--- src/rtl/difftest_commit_queue_if.sv ---
// Retire-side input lanes, hold, and dense difftest-side output lanes of the commit queue.
interface difftest_commit_queue_if #(
  parameter int NCOMMIT = 2,
  parameter int XLEN    = 64
);
  logic [NCOMMIT-1:0]           in_valid;
  logic                         in_ready;
  logic [NCOMMIT-1:0][31:0]     in_pc;
  logic [NCOMMIT-1:0][31:0]     in_instr;
  logic [NCOMMIT-1:0]           in_wen;
  logic [NCOMMIT-1:0][4:0]      in_wdest;
  logic [NCOMMIT-1:0][XLEN-1:0] in_wdata;
  logic                         hold;
  logic [NCOMMIT-1:0]           out_valid;
  logic [NCOMMIT-1:0][31:0]     out_pc;
  logic [NCOMMIT-1:0][31:0]     out_instr;
  logic [NCOMMIT-1:0]           out_wen;
  logic [NCOMMIT-1:0][7:0]      out_wdest;
  logic [NCOMMIT-1:0][XLEN-1:0] out_wdata;

  modport master (
    output in_valid, in_pc, in_instr, in_wen, in_wdest, in_wdata, hold,
    input  in_ready, out_valid, out_pc, out_instr, out_wen, out_wdest, out_wdata
  );
  modport slave (
    input  in_valid, in_pc, in_instr, in_wen, in_wdest, in_wdata, hold,
    output in_ready, out_valid, out_pc, out_instr, out_wen, out_wdest, out_wdata
  );
endinterface

--- src/rtl/difftest_commit_queue.sv ---
// Multi-lane retire-to-difftest commit FIFO: compacting push, dense registered pop.
// Optional DIFFTEST_COMMIT_SKIP_X0_EN drops wen for writes to x0 at push time.
module difftest_commit_lane #(
  parameter int XLEN = 64
) (
  input  logic            clock,
  input  logic            reset,
  input  logic            ld,
  input  logic [31:0]     pc,
  input  logic [31:0]     instr,
  input  logic            wen,
  input  logic [4:0]      wdest,
  input  logic [XLEN-1:0] wdata,
  output logic            q_valid,
  output logic [31:0]     q_pc,
  output logic [31:0]     q_instr,
  output logic            q_wen,
  output logic [7:0]      q_wdest,
  output logic [XLEN-1:0] q_wdata
);
  // Payload of an idle lane keeps its last value; only valid drops.
  always_ff @(posedge clock) begin
    if (reset) begin
      q_valid <= 1'b0;
      q_pc    <= '0;
      q_instr <= '0;
      q_wen   <= 1'b0;
      q_wdest <= '0;
      q_wdata <= '0;
    end else begin
      q_valid <= ld;
      if (ld) begin
        q_pc    <= pc;
        q_instr <= instr;
        q_wen   <= wen;
        q_wdest <= {3'b0, wdest};
        q_wdata <= wdata;
      end
    end
  end
endmodule

module difftest_commit_queue #(
  parameter int NCOMMIT = 2,
  parameter int DEPTH   = 8,
  parameter int XLEN    = 64
) (
  input  logic                       clock,
  input  logic                       reset,
  difftest_commit_queue_if.slave     io,
  output logic [$clog2(DEPTH+1)-1:0] count,
  output logic [63:0]                commit_total,
  output logic                       overflow_err
);
  localparam int PW = $clog2(DEPTH);
  localparam int CW = $clog2(DEPTH+1);

  typedef struct packed {
    logic [31:0]     pc;
    logic [31:0]     instr;
    logic            wen;
    logic [4:0]      wdest;
    logic [XLEN-1:0] wdata;
  } entry_t;

  entry_t mem [DEPTH];
  logic [PW-1:0] wr_ptr, rd_ptr;
  entry_t [NCOMMIT-1:0] in_ent;
  logic [NCOMMIT-1:0][PW-1:0] offs;
  logic [CW-1:0] n_push, pushed, n_pop, count_next;
  logic do_push;

  // Offset of each valid lane within the compacted write group.
  always_comb begin
    n_push = '0;
    offs   = '0;
    in_ent = '0;
    for (int i = 0; i < NCOMMIT; i++) begin
      offs[i]         = PW'(n_push);
      n_push          = n_push + CW'(io.in_valid[i]);
      in_ent[i].pc    = io.in_pc[i];
      in_ent[i].instr = io.in_instr[i];
      in_ent[i].wdest = io.in_wdest[i];
      in_ent[i].wdata = io.in_wdata[i];
`ifdef DIFFTEST_COMMIT_SKIP_X0_EN
      in_ent[i].wen   = io.in_wen[i] && (io.in_wdest[i] != 5'd0);
`else
      in_ent[i].wen   = io.in_wen[i];
`endif
    end
  end

  assign do_push    = io.in_ready && (|io.in_valid);
  assign pushed     = do_push ? n_push : '0;
  // Pop decision uses pre-edge count: same-edge pushes wait one cycle.
  assign n_pop      = io.hold ? '0 : ((count < CW'(NCOMMIT)) ? count : CW'(NCOMMIT));
  assign count_next = count + pushed - n_pop;

  always_ff @(posedge clock) begin
    if (do_push)
      for (int i = 0; i < NCOMMIT; i++)
        if (io.in_valid[i]) mem[wr_ptr + offs[i]] <= in_ent[i];
  end

  always_ff @(posedge clock) begin
    if (reset) begin
      wr_ptr       <= '0;
      rd_ptr       <= '0;
      count        <= '0;
      io.in_ready  <= 1'b1;
      commit_total <= '0;
      overflow_err <= 1'b0;
    end else begin
      if (do_push) wr_ptr <= wr_ptr + PW'(n_push);
      rd_ptr       <= rd_ptr + PW'(n_pop);
      count        <= count_next;
      io.in_ready  <= count_next <= CW'(DEPTH - NCOMMIT);
      commit_total <= commit_total + 64'(n_pop);
      if ((|io.in_valid) && !io.in_ready) overflow_err <= 1'b1;
    end
  end

  logic [NCOMMIT-1:0]           o_valid, o_wen;
  logic [NCOMMIT-1:0][31:0]     o_pc, o_instr;
  logic [NCOMMIT-1:0][7:0]      o_wdest;
  logic [NCOMMIT-1:0][XLEN-1:0] o_wdata;

  for (genvar j = 0; j < NCOMMIT; j++) begin : g_lane
    entry_t rd_e;
    assign rd_e = mem[rd_ptr + PW'(j)];
    difftest_commit_lane #(.XLEN(XLEN)) u_lane (
      .clock   (clock),
      .reset   (reset),
      .ld      (CW'(j) < n_pop),
      .pc      (rd_e.pc),
      .instr   (rd_e.instr),
      .wen     (rd_e.wen),
      .wdest   (rd_e.wdest),
      .wdata   (rd_e.wdata),
      .q_valid (o_valid[j]),
      .q_pc    (o_pc[j]),
      .q_instr (o_instr[j]),
      .q_wen   (o_wen[j]),
      .q_wdest (o_wdest[j]),
      .q_wdata (o_wdata[j])
    );
  end

  assign io.out_valid = o_valid;
  assign io.out_pc    = o_pc;
  assign io.out_instr = o_instr;
  assign io.out_wen   = o_wen;
  assign io.out_wdest = o_wdest;
  assign io.out_wdata = o_wdata;
endmodule

--- src/flat_wrapper.sv ---
// flat-port wrapper written by rule: the top's interface ports become plain ports
module difftest_commit_queue_flat 
#(
  parameter int NCOMMIT = 2,
  parameter int DEPTH   = 8,
  parameter int XLEN    = 64
)
  (clock, reset, count, commit_total, overflow_err, io_in_valid, io_in_pc, io_in_instr, io_in_wen, io_in_wdest, io_in_wdata, io_hold, io_in_ready, io_out_valid, io_out_pc, io_out_instr, io_out_wen, io_out_wdest, io_out_wdata);
  difftest_commit_queue_if #(.NCOMMIT(NCOMMIT), .XLEN(XLEN)) io_i ();
  input  logic clock;
  input  logic reset;
  output logic [$clog2(DEPTH+1)-1:0] count;
  output logic [63:0] commit_total;
  output logic overflow_err;
  input wire logic [$bits(io_i.in_valid)-1:0] io_in_valid;
  input wire logic [$bits(io_i.in_pc)-1:0] io_in_pc;
  input wire logic [$bits(io_i.in_instr)-1:0] io_in_instr;
  input wire logic [$bits(io_i.in_wen)-1:0] io_in_wen;
  input wire logic [$bits(io_i.in_wdest)-1:0] io_in_wdest;
  input wire logic [$bits(io_i.in_wdata)-1:0] io_in_wdata;
  input wire logic [$bits(io_i.hold)-1:0] io_hold;
  output wire logic [$bits(io_i.in_ready)-1:0] io_in_ready;
  output wire logic [$bits(io_i.out_valid)-1:0] io_out_valid;
  output wire logic [$bits(io_i.out_pc)-1:0] io_out_pc;
  output wire logic [$bits(io_i.out_instr)-1:0] io_out_instr;
  output wire logic [$bits(io_i.out_wen)-1:0] io_out_wen;
  output wire logic [$bits(io_i.out_wdest)-1:0] io_out_wdest;
  output wire logic [$bits(io_i.out_wdata)-1:0] io_out_wdata;
  assign io_i.in_valid = io_in_valid;
  assign io_i.in_pc = io_in_pc;
  assign io_i.in_instr = io_in_instr;
  assign io_i.in_wen = io_in_wen;
  assign io_i.in_wdest = io_in_wdest;
  assign io_i.in_wdata = io_in_wdata;
  assign io_i.hold = io_hold;
  assign io_in_ready = io_i.in_ready;
  assign io_out_valid = io_i.out_valid;
  assign io_out_pc = io_i.out_pc;
  assign io_out_instr = io_i.out_instr;
  assign io_out_wen = io_i.out_wen;
  assign io_out_wdest = io_i.out_wdest;
  assign io_out_wdata = io_i.out_wdata;
  difftest_commit_queue #(.NCOMMIT(NCOMMIT), .DEPTH(DEPTH), .XLEN(XLEN)) u_core (.clock(clock), .reset(reset), .io(io_i), .count(count), .commit_total(commit_total), .overflow_err(overflow_err));
endmodule
--- config.mk ---
export PLATFORM = sky130hd
export DESIGN_NAME = difftest_commit_queue_flat
export DESIGN_NICKNAME = d
export VERILOG_FILES = /design/src/rtl/difftest_commit_queue_if.sv /design/src/rtl/difftest_commit_queue.sv /design/src/flat_wrapper.sv
export SDC_FILE = /design/constraint.sdc
export NUM_CORES = 2
export LEC_CHECK = 0
export CAP_MARGIN = 5
export CORE_MARGIN = 4
export CORE_UTILIZATION = 42
export DETAILED_ROUTE_END_ITERATION = 6
export HOLD_SLACK_MARGIN = 0.08
export RECOVER_POWER = 50
export SYNTH_ARGS = -nofsm -noshare
export SYNTH_HDL_FRONTEND = slang
export SYNTH_SLANG_ARGS = --single-unit
--- constraint.sdc ---
create_clock -name clock -period 21.2 [get_ports clock]
set_input_delay 4.24 -clock clock [delete_from_list [all_inputs] [get_ports clock]]
set_output_delay 4.24 -clock clock [all_outputs]
set_load 0.01 [all_outputs]
==> out/summary.json <==
{
  "ys_top_cells_by_area": {"value": "edfxtp_1 45%, mux2_2 17%, mux4_2 17%"},
  "max-vdd-ir-drop": {"value": 93.68, "unit": "uV"},
  "critPathLaunchType": {"value": "primary input"},
  "die_width": {"value": 422.6, "unit": "um"},
  "yosys_most_used_dff": {"value": "edfxtp_1"},
  "cts.reportedPaths.clkPinSlew": {"value": 0.06, "unit": "ns"},
  "synth.lib_cells_used.distinct": {"value": 58},
  "hold_buf_cts": {"value": 0},
  "violations": {"value": "DRC, capacitance limit, slew limit"},
  "switching_share": {"value": 0.3230},
  "layout.nets": {"value": 5408},
  "core.rowCount": {"value": 151},
  "postPlaceCellArea": {"value": 0.08041, "unit": "sq mm"},
  "maxCapViolations": {"value": 24},
  "post-route-period-util": {"value": 0.6391},
  "synth-async-reset-ratio": {"value": 0},
  "critical_path.max_stage_delay": {"value": 5.90, "unit": "ns"},
  "share_comb_of_total_power": {"value": 0.318},
  "detail_route.vias_per_cell": {"value": 6.128},
  "cts-root-buf": {"value": "clkbuf_16"},
  "fmaxAchievable": {"value": 0.07381, "unit": "GHz"},
  "routed_wire_length_per_instance": {"value": 31.27, "unit": "um"},
  "slowest_stage": {"value": "clkbuf_1"},
  "fillCellCount": {"value": 14470},
  "synth_enable_flop_cells": {"value": 1072},
  "detail_route.iter0.violations": {"value": 4442},
  "cp_max_fo": {"value": 90},
  "clkLatencyLatePin": {"value": 0.80, "unit": "ns"},
  "grt_antenna_before_repair": {"value": 80},
  "netlist_top_cells_count": {"value": "1073 x mux2_2, 1072 x edfxtp_1, 536 x mux4_2"},
  "grt_max_degree": {"value": 151},
  "total_switching_power": {"value": 3063, "unit": "uW"},
  "internal_power": {"value": 6421, "unit": "uW"},
  "synth.avg_cell_area": {"value": 15.58, "unit": "sq um"},
  "post_cts_resized": {"value": 0},
  "cts.sink_count": {"value": 1418},
  "final.min_clock_period": {"value": 13.55, "unit": "ns"},
  "postRouteAntennaNets": {"value": 0},
  "yosys_warnings": {"value": 0},
  "critical_path.cell_chain": {"value": "dlygate4sd3_1 > inv_1 > ha_1 > nor2b_1 > nand3_1 > o21ai_4 > clkbuf_1 > buf_4"},
  "fin_tns_setup": {"value": 0, "unit": "ns"},
  "drc_viols": {"value": 3},
  "synthDominantAreaCellType": {"value": "edfxtp_1"},
  "drtPass1Iterations": {"value": 7},
  "top_delay_family_on_crit_path": {"value": "buffers and inverters"},
  "synthCells": {"value": 4634},
  "grtUsageTotal": {"value": 0.2593},
  "register_share_of_total_power": {"value": 0.396},
  "power.static_leakage": {"value": 0.02778, "unit": "uW"},
  "global_route_wire_length_before_repair": {"value": 341000, "unit": "um"},
  "finish.instance_area": {"value": 0.08540, "unit": "sq mm"},
  "ys_seq_elements": {"value": 1418},
  "hp-class": {"value": "flip-flop to flip-flop"},
  "drt_wl_total": {"value": 235200, "unit": "um"},
  "worst_slew_margin_rel": {"value": -4.637},
  "path_class": {"value": "primary input to flip-flop"},
  "hpwlAfterDp": {"value": 136100, "unit": "um"},
  "gp_congestion": {"value": 0.8071},
  "postCtsSetupBuffers": {"value": 0},
  "tritoncts.num_buffers": {"value": 161},
  "cts_buffer_depth": {"value": 3},
  "post-synth-top-count-cell": {"value": "mux2_2"},
  "final.setup_skew": {"value": 0.02455, "unit": "ns"},
  "synth_area": {"value": 0.07218, "unit": "sq mm"},
  "grt_remaining_overflow": {"value": 0},
  "arrival": {"value": 13.95, "unit": "ns"},
  "power_density": {"value": 111.1, "unit": "mW/mm^2"},
  "boundaryPins": {"value": 619},
  "final_util": {"value": 0.5023},
  "final-max-slew-violation-count": {"value": 1209},
  "cts_tree": {"value": "yes"},
  "final_hold_viols": {"value": 0},
  "path_buf_inv": {"value": 4},
  "h-tree-depth": {"value": 4},
  "clock_power_share": {"value": 0.287},
  "route.vias.total": {"value": 46090},
  "syn2layout_area_growth": {"value": 18.32, "unit": "%"},
  "post_route_cells_drive_above_1_share": {"value": 0.3668},
  "tightestPinTransition": {"value": 8.456, "unit": "ns"},
  "portBuffers": {"value": 612},
  "die_h": {"value": 422.6, "unit": "um"},
  "first_global_vias": {"value": 47380},
  "yosysTopAreaCellShare": {"value": 0.4460},
  "synth_seq_area_share": {"value": 0.5419},
  "unrepaired_setup_endpoints_after_global_routing": {"value": "false"},
  "finalPower": {"value": 9484, "unit": "uW"},
  "core_area": {"value": 0.1700, "unit": "sq mm"},
  "setup-violations-final": {"value": 0},
  "start_util": {"value": 0.4245},
  "timing.critical_path.to_type": {"value": "flip-flop"},
  "worst-endpoint-required": {"value": 21.60, "unit": "ns"},
  "fp.dieArea": {"value": 0.1786, "unit": "sq mm"},
  "run_status": {"value": "complete, but fails checks"}
}
[layer usage]
metal / GRT usage / up-vias / part of all wire / wire length [um]
met5: 0 / - / 0.00043 / 101
met4: 0.09986 / 14 / 0.032 / 7440
met3: 0.04416 / 344 / 0.060 / 14120
met2: 0.4255 / 1737 / 0.49 / 115800
met1: 0.3457 / 24230 / 0.42 / 97700
li1: - / 19770 / - / -
[worst reg2reg max path: stages, from the launching register on]
cell,delay (ns)
dfxtp_1,0.62
nor2b_1,0.64
nand3_1,0.41
o21ai_4,0.23
clkbuf_1,5.90
buf_4,1.52
[logic make-up (layout without fill, tap and decap cells)]
kind of cell	Yosys count	in the layout	synth area share
compound gates	344	344	0.03219
mux	1711	1711	0.3488
flops	1418	1418	0.5419
fa+ha+maj	18	18	0.003640
buf+inv	393	1004	0.02286
simple gates	707	707	0.04538
other cells	2	61	0.0001040
xor+xnor	41	41	0.005079
[per-stage QoR]
stage	worst slack (ns)	instances	hold slack (ns)
CTS	12.47	7469	0.4862
finish	7.651	7522	0.4707
detailed placement	11.61	7172	0.4724
floorplan	6.114	4640	0.4688
global placement	11.55	7172	0.4579
global route	7.339	7514	0.5040
[layout make-up]
class	count	area (sq um)	area share
flip-flops and latches	1418	39130	0.4582
well taps	2218	2775	0.03249
inverters	14	52.55	0.0006153
repair buffers	693	6726	0.07876
clock inverters	67	599.3	0.007018
clock buffers	230	4461	0.05223
multi-input cells	2829	31530	0.3692
diodes	53	132.6	0.001553
[flip-flops by register name (all words and copies together), names as in the netlist]
register / flops
u_core.wr_ptr: 3
u_core.overflow_err: 1
u_core.mem: 1072
u_core.g_lane.u_lane.q_instr: 64
u_core.g_lane.u_lane.q_wdest: 10
u_core.g_lane.u_lane.q_wdata: 128
u_core.commit_total: 64
u_core.g_lane.u_lane.q_wen: 2
u_core.count: 4
u_core.g_lane.u_lane.q_pc: 64
u_core.g_lane.u_lane.q_valid: 2
u_core.rd_ptr: 3
u_core.io.in_ready: 1
[power groups by stage]
stage	registers [uW]	logic [uW]	clock network, uW
detailed placement	3810	3060	0
CTS	3760	3080	2780
global placement	3800	3050	0
finish	3750	3010	2720
global route	3790	3210	2890
floorplan	3770	1820	0
[path summary, 6_finish.rpt]
path | startpoint | to | slack (ns) | cells after the start
worst min-delay path | u_core.overflow_err | u_core.overflow_err | 0.47 | 2
worst max register to register | u_core.io.in_ready | u_core.mem[7][119] | 11.42 | 5
worst max-delay path | io_in_valid[0] | u_core.mem[7][119] | 7.65 | 8
worst min register to register | u_core.overflow_err | u_core.overflow_err | 0.47 | 2
[cells in the final DEF (no fill, tap or decap), types with 14 or more instances in the layout]
cell type	n
mux2_2	1073
edfxtp_1	1072
mux4_2	536
dfxtp_1	343
dlygate4sd3_1	342
nor2_1	323
clkdlybuf4s50_1	269
clkbuf_16	163
nor3_1	142
o22ai_1	134
mux2i_1	102
a211oi_1	102
nand2_1	94
clkbuf_1	74
buf_4	56
diode_2	53
a311oi_1	34
nand3_1	31
a21oi_1	30
xor2_1	26
clkinv_2	26
nand4_1	24
o21ai_0	21
clkinv_1	16
or3_1	15
xnor2_1	14
Power figures use the tool's default switching activity.
